`src/rtl/teclado_pkg.sv`:
```
// Shared types and constants for the 4x4 keypad scanner.
package teclado_pkg;

  localparam int unsigned KEY_W = 4;

  typedef enum logic [2:0] {
    IDLE,
    SCAN,
    DEB_PRESS,
    EMIT,
    WAIT_REL,
    DEB_REL
  } estado_t;

  localparam logic [3:0] COL_0 = 4'b0001;
  localparam logic [3:0] COL_1 = 4'b0010;
  localparam logic [3:0] COL_2 = 4'b0100;
  localparam logic [3:0] COL_3 = 4'b1000;

  function automatic logic [3:0] sig_columna(input logic [3:0] col);
    return {col[2:0], col[3]};
  endfunction

  function automatic logic [1:0] indice(input logic [3:0] oh);
    logic [1:0] idx;
    idx = '0;
    for (int unsigned i = 0; i < 4; i++) begin
      if (oh[i]) idx = i[1:0];
    end
    return idx;
  endfunction

  function automatic logic es_onehot(input logic [3:0] v);
    return (v != '0) && ((v & (v - 4'd1)) == '0);
  endfunction

endpackage

```
`src/rtl/contador_rebote.sv`:
```
// Saturating up-counter with clear/load/enable and a terminal-count flag.
module contador_rebote #(
  parameter int unsigned WIDTH    = 4,
  parameter int unsigned TERMINAL = 3
) (
  input  logic             clk,
  input  logic             reset,
  input  logic             clear,
  input  logic             load,
  input  logic             en,
  input  logic [WIDTH-1:0] load_val,
  output logic             tc
);

  localparam logic [WIDTH-1:0] TC_VAL = WIDTH'(TERMINAL);

  logic [WIDTH-1:0] cuenta;

  assign tc = (cuenta == TC_VAL);

  always_ff @(posedge clk or negedge reset) begin
    if (!reset) begin
      cuenta <= '0;
    end else if (clear) begin
      cuenta <= '0;
    end else if (load) begin
      cuenta <= load_val;
    end else if (en && !tc) begin
      cuenta <= cuenta + WIDTH'(1);
    end
  end

endmodule

```
`src/rtl/control_barrido_teclado.sv`:
```
// Keypad column scanner with press/release debounce and valid/ready key output.
module control_barrido_teclado
  import teclado_pkg::*;
#(
  parameter int unsigned SCAN_DIV   = 1000,
  parameter int unsigned DEB_CYCLES = 20000
) (
  input  logic             clk,
  input  logic             reset,
  input  logic             enable,
  input  logic [3:0]       filas,
  output logic [3:0]       columnas,
  output logic [KEY_W-1:0] key_code,
  output logic             key_valid,
  input  logic             key_ready,
  output logic             key_error
);

  localparam int unsigned DWELL_W = $clog2(SCAN_DIV);
  localparam int unsigned DEB_W   = $clog2(DEB_CYCLES);

  estado_t    estado;
  logic [3:0] fila_lat;
  logic       armado;

  logic dwell_en, dwell_clr, dwell_tc;
  logic deb_match, deb_en, deb_clr, deb_tc;

  // Terminal counts are N-1 so the Nth qualifying cycle is the one that acts.
  always_comb begin
    dwell_en  = (estado == SCAN);
    dwell_clr = !enable || (estado != SCAN) || dwell_tc;
    deb_match = (estado == DEB_PRESS) ? (filas == fila_lat) : (filas == '0);
    deb_en    = ((estado == DEB_PRESS) || (estado == DEB_REL)) && deb_match;
    deb_clr   = !enable || !deb_en || deb_tc;
  end

  contador_rebote #(
    .WIDTH   (DWELL_W),
    .TERMINAL(SCAN_DIV - 1)
  ) u_dwell (
    .clk     (clk),
    .reset   (reset),
    .clear   (dwell_clr),
    .load    (1'b0),
    .en      (dwell_en),
    .load_val('0),
    .tc      (dwell_tc)
  );

  contador_rebote #(
    .WIDTH   (DEB_W),
    .TERMINAL(DEB_CYCLES - 1)
  ) u_deb (
    .clk     (clk),
    .reset   (reset),
    .clear   (deb_clr),
    .load    (1'b0),
    .en      (deb_en),
    .load_val('0),
    .tc      (deb_tc)
  );

  // armado delays the first scan by one edge after reset release.
  always_ff @(posedge clk or negedge reset) begin
    if (!reset) begin
      estado    <= IDLE;
      columnas  <= '0;
      key_code  <= '0;
      key_valid <= 1'b0;
      key_error <= 1'b0;
      fila_lat  <= '0;
      armado    <= 1'b0;
    end else begin
      armado    <= 1'b1;
      key_error <= 1'b0;
      if (!enable) begin
        estado    <= IDLE;
        columnas  <= '0;
        key_valid <= 1'b0;
      end else begin
        case (estado)
          IDLE: begin
            if (armado) begin
              estado   <= SCAN;
              columnas <= COL_0;
            end
          end
          SCAN: begin
            if (dwell_tc) begin
              if (filas != '0) begin
                fila_lat <= filas;
                estado   <= DEB_PRESS;
              end else begin
                columnas <= sig_columna(columnas);
              end
            end
          end
          DEB_PRESS: begin
            if (filas != fila_lat) begin
              estado   <= SCAN;
              columnas <= sig_columna(columnas);
            end else if (deb_tc) begin
              if (es_onehot(fila_lat)) begin
                key_code  <= {indice(columnas), indice(fila_lat)};
                key_valid <= 1'b1;
                estado    <= EMIT;
              end else begin
                key_error <= 1'b1;
                estado    <= WAIT_REL;
              end
            end
          end
          EMIT: begin
            if (key_ready) begin
              key_valid <= 1'b0;
              estado    <= WAIT_REL;
            end
          end
          WAIT_REL: begin
            if (filas == '0) estado <= DEB_REL;
          end
          DEB_REL: begin
            if (filas != '0) begin
              estado <= WAIT_REL;
            end else if (deb_tc) begin
              estado   <= SCAN;
              columnas <= sig_columna(columnas);
            end
          end
          default: begin
            estado    <= IDLE;
            columnas  <= '0;
            key_valid <= 1'b0;
          end
        endcase
      end
    end
  end

endmodule

```
`config.mk`:
```
export PLATFORM = sky130hd
export DESIGN_NAME = control_barrido_teclado
export DESIGN_NICKNAME = d
export VERILOG_FILES = /design/src/rtl/teclado_pkg.sv /design/src/rtl/contador_rebote.sv /design/src/rtl/control_barrido_teclado.sv
export SDC_FILE = /design/constraint.sdc
export NUM_CORES = 1
export LEC_CHECK = 0
export ABC_AREA = 1
export CAP_MARGIN = 20
export CORE_MARGIN = 1.5
export CORE_UTILIZATION = 35
export DETAILED_ROUTE_END_ITERATION = 6
export PLACE_DENSITY = 0.6
export SLEW_MARGIN = 25
export SYNTH_ARGS = -nofsm -noshare
export SYNTH_HDL_FRONTEND = slang
export SYNTH_SLANG_ARGS = --single-unit
```
`constraint.sdc`:
```
create_clock -name clk -period 3.14 [get_ports clk]
set_input_delay 0.628 -clock clk [delete_from_list [all_inputs] [get_ports clk]]
set_output_delay 0.628 -clock clk [all_outputs]
set_load 0.05 [all_outputs]
```
==> results.sh <==
export IMPL_outcome="finished, final reports clean"
export IMPL_maxCapViolations=0
export IMPL_clock_sinks=43
export IMPL_coreArea_sq_um=7210
export IMPL_yosys_cell_types_count=32
export IMPL_h_tree_depth=2
export IMPL_combPwrFrac=0.303
export IMPL_worst_path_max_fanout=10
export IMPL_min_period_ns=2.14
export IMPL_fin_cells=475
export IMPL_ys_async_sr_fraction=1.00
export IMPL_ir_worst_vdd_mv=0.354
export IMPL_min_path_type="in2async"
export IMPL_arrival_ns=2.33
export IMPL_synth_top_area_frac=0.416
export IMPL_rsz0062_at_grt="no"
export IMPL_grt_pass1_vias=2097
export IMPL_n_antenna_cell=0
export IMPL_track_usage=0.151
export IMPL_utilization=0.410
export IMPL_synthSimpleGateAreaFrac=0.413
export IMPL_startpoint_type="input port"
export IMPL_synthXorXnorAreaFrac=0.0102
export IMPL_p_sw_frac=0.361
export IMPL_numCtsBuffers=5
export IMPL_postCtsSetupRepairBufs=0
export IMPL_yosysTopAreaCell="dfrtp_1"
export IMPL_tightest_slew_ns=0.562
export IMPL_synth_edf_count=0
export IMPL_ant_nets=0
export IMPL_drt_iter0_markers=104
export IMPL_synth_warnings=0
export IMPL_slew_headroom=0.625
export IMPL_syn_inst=355
export IMPL_finalSetupViolCount=0
export IMPL_synth_compound_area_frac=0.0643
export IMPL_synth_adder_area_share=0.00967
export IMPL_drc=0
export IMPL_synth_flop_cell="dfrtp_1"
export IMPL_holdBufCountCts=0
export IMPL_p_clk_frac=0.277
export IMPL_regArea_sq_um=1080
export IMPL_ys_ff_latch=43
export IMPL_path_class="in2reg"
export IMPL_initial_core_util=0.359
export IMPL_internal_power_w=0.000970
export IMPL_cts_root_buf="clkbuf_8"
export IMPL_antenna_found_initial=0
export IMPL_gp_congestion=0.878
export IMPL_final_area_sq_um=2960
export IMPL_path_clk_slew_ns=0.09
export IMPL_die_area_sq_um=7920
export IMPL_synthTopCellsByArea="dfrtp_1 (42%), nand2_1 (14%), nor2_1 (7.5%), inv_1 (6.2%), nand3_1 (4.4%)"
export IMPL_grt_max_degree=44
export IMPL_grt_overflow_total=0
export IMPL_cts_tree="built"
export IMPL_cts_buffer_depth=2
export IMPL_vias=2161
export IMPL_place_area_sq_um=2850
export IMPL_synth_top_family_by_area="simple AND/OR/NAND/NOR gates"
export IMPL_dr_pass1_iters=4
export IMPL_r2r_slack_ns=1.45
export IMPL_p_switching_w=0.000547
export IMPL_clk_latency_ns=0.30
export IMPL_rows=31
export IMPL_port_buffers=17
export IMPL_pin_count=18
export IMPL_fillers=786
export IMPL_p_seq_frac=0.420
export IMPL_reg2regPathDepth=8
export IMPL_fmax_mhz=466
export IMPL_crit_start="enable"
export IMPL_hold_viol_final=0
export IMPL_syn_cell_area_sq_um=2590
export IMPL_finalCritPeriodShare=0.683
export IMPL_final_nets=386
export IMPL_required_ns=3.32
export IMPL_multiInputGateArea_sq_um=1290
export IMPL_seq_area_frac_synth=0.416
export IMPL_syn_avg_cell_area_sq_um=7.29
export IMPL_grt_pass1_wl_mm=9.36
export IMPL_skew_ns=0.0112
export IMPL_hpwlAfterDp_mm=3.86
export IMPL_synth_nets=365
export IMPL_die_w_um=89.0
export IMPL_cts_resized=0
export IMPL_report_final_slew_viol_count=0
export IMPL_r2r_end="u_deb.cuenta[2]"
export IMPL_reg2reg_from="u_deb.cuenta[0]"
export IMPL_drive_above_1_share=0.125
export IMPL_wl_per_cell_um=11.0
export IMPL_setup_tns_final_ns=0
export IMPL_syn_to_final_growth_pct=14.2
export IMPL_via_per_inst=4.55
export IMPL_routed_wl_mm=5.24
export IMPL_cp_end_kind="flip-flop"
export IMPL_power_leakage_nw=1.38
export IMPL_die_h_um=89.0
export IMPL_muxShareOfSynthArea=0
export IMPL_power_density_nw_per_um2=513
export IMPL_dp_cells=468
worst max path at each step:
stage / end / slack [ns] / depth (start not counted)
final: key_code[0] / 1.0 / 8
after global routing: fila_lat[2] / 0.89 / 5
after CTS: columnas[2] / 1.01 / 1
after detailed placement: key_code[3] / 0.70 / 8
after global placement: key_code[2] / 0.77 / 8
after floorplan: columnas[2] / 1.50 / 9
cell type report:
cell class / count / area share
repair buffers: 17 / 0.0567
clock inverters: 1 / 0.0102
inverters: 52 / 0.0660
multi-input cells: 257 / 0.436
well taps: 99 / 0.0419
clock buffers: 6 / 0.0246
flip-flops and latches: 43 / 0.364
registers in the layout (all words and copies together), names as in the netlist:
| signal | count |
|---|---|
| columnas | 4 |
| armado | 1 |
| u_deb.cuenta | 15 |
| key_error | 1 |
| estado | 3 |
| u_dwell.cuenta | 10 |
| key_valid | 1 |
| key_code | 4 |
| fila_lat | 4 |
cells in the final DEF, fill, tap and decap left out, types with 2 or more instances in the layout:
master           count
nand2_1             99
nor2_1              52
inv_1               43
dfrtp_1             43
nand3_1             23
clkdlybuf4s50_1     16
a21oi_1             12
o21ai_0             10
inv_2                9
nand2_2              8
nor2_4               8
nor3_1               8
nand4_1              7
clkbuf_8             5
nor2_2               4
nand2_4              3
xor2_1               3
nand3_2              2
a31oi_1              2
nor3b_2              2
nor3b_1              2
ha_1                 2
power groups by stage:
| stage | Sequential (W) | Combinational, W | Clock [W] |
|---|---|---|---|
| after global placement | 0.000651 | 0.000460 | 0 |
| after detailed placement | 0.000646 | 0.000459 | 0 |
| after CTS | 0.000637 | 0.000461 | 0.000440 |
| after global routing | 0.000643 | 0.000513 | 0.000458 |
| final | 0.000637 | 0.000460 | 0.000420 |
| after floorplan | 0.000664 | 0.000338 | 0 |
routing by layer:
layer,GRT usage,wire (um),vias up
li1,-,-,1149
met1,0.215,2740,973
met2,0.239,2290,35
met3,0.0295,166,4
met4,0.0322,51,0
met5,0,0,-
logic make-up (layout without fill, tap and decap cells):
family                   count (synthesis)  after routing
AND/OR/NAND/NOR                        221            221
buffers and inverters                   55             76
flip-flops                              43             43
AO/OA/AOI/OAI                           30             30
XOR/XNOR                                 3              3
adder cells (fa/ha/maj)                  2              2
other                                    1              1
critical path: stages:
cell and delay [ns]:
clkdlybuf4s50_1 0.73, inv_2 0.16, nor2_2 0.22, nand3_1 0.19, nor2_4 0.18, nand2_4 0.08
nor2_1 0.09, nor2_1 0.05
per-stage QoR:
step	power, W	setup slack (ns)	hold WS (ns)
4_1_cts	0.00154	1.01	0.465
5_1_grt	0.00161	0.888	0.363
3_3_place_gp	0.00111	0.765	0.452
2_1_floorplan	0.00100	1.50	0.332
3_5_place_dp	0.00110	0.699	0.453
6_report	0.00152	0.996	0.318
Yosys cell counts, types with 2 or more instances:
library cell / n
nor2_4: 8
dfrtp_1: 43
buf_4: 2
inv_1: 43
nand2_4: 3
inv_2: 9
xor2_1: 3
nor3b_2: 2
ha_1: 2
a21oi_1: 12
nand4_1: 7
nor2_1: 52
nand2_1: 99
nand3_2: 2
nor3_1: 8
nor3b_1: 2
nor2_2: 4
a31oi_1: 2
o21ai_0: 10
nand2_2: 8
nand3_1: 23
(Power assumes the default switching activity.)
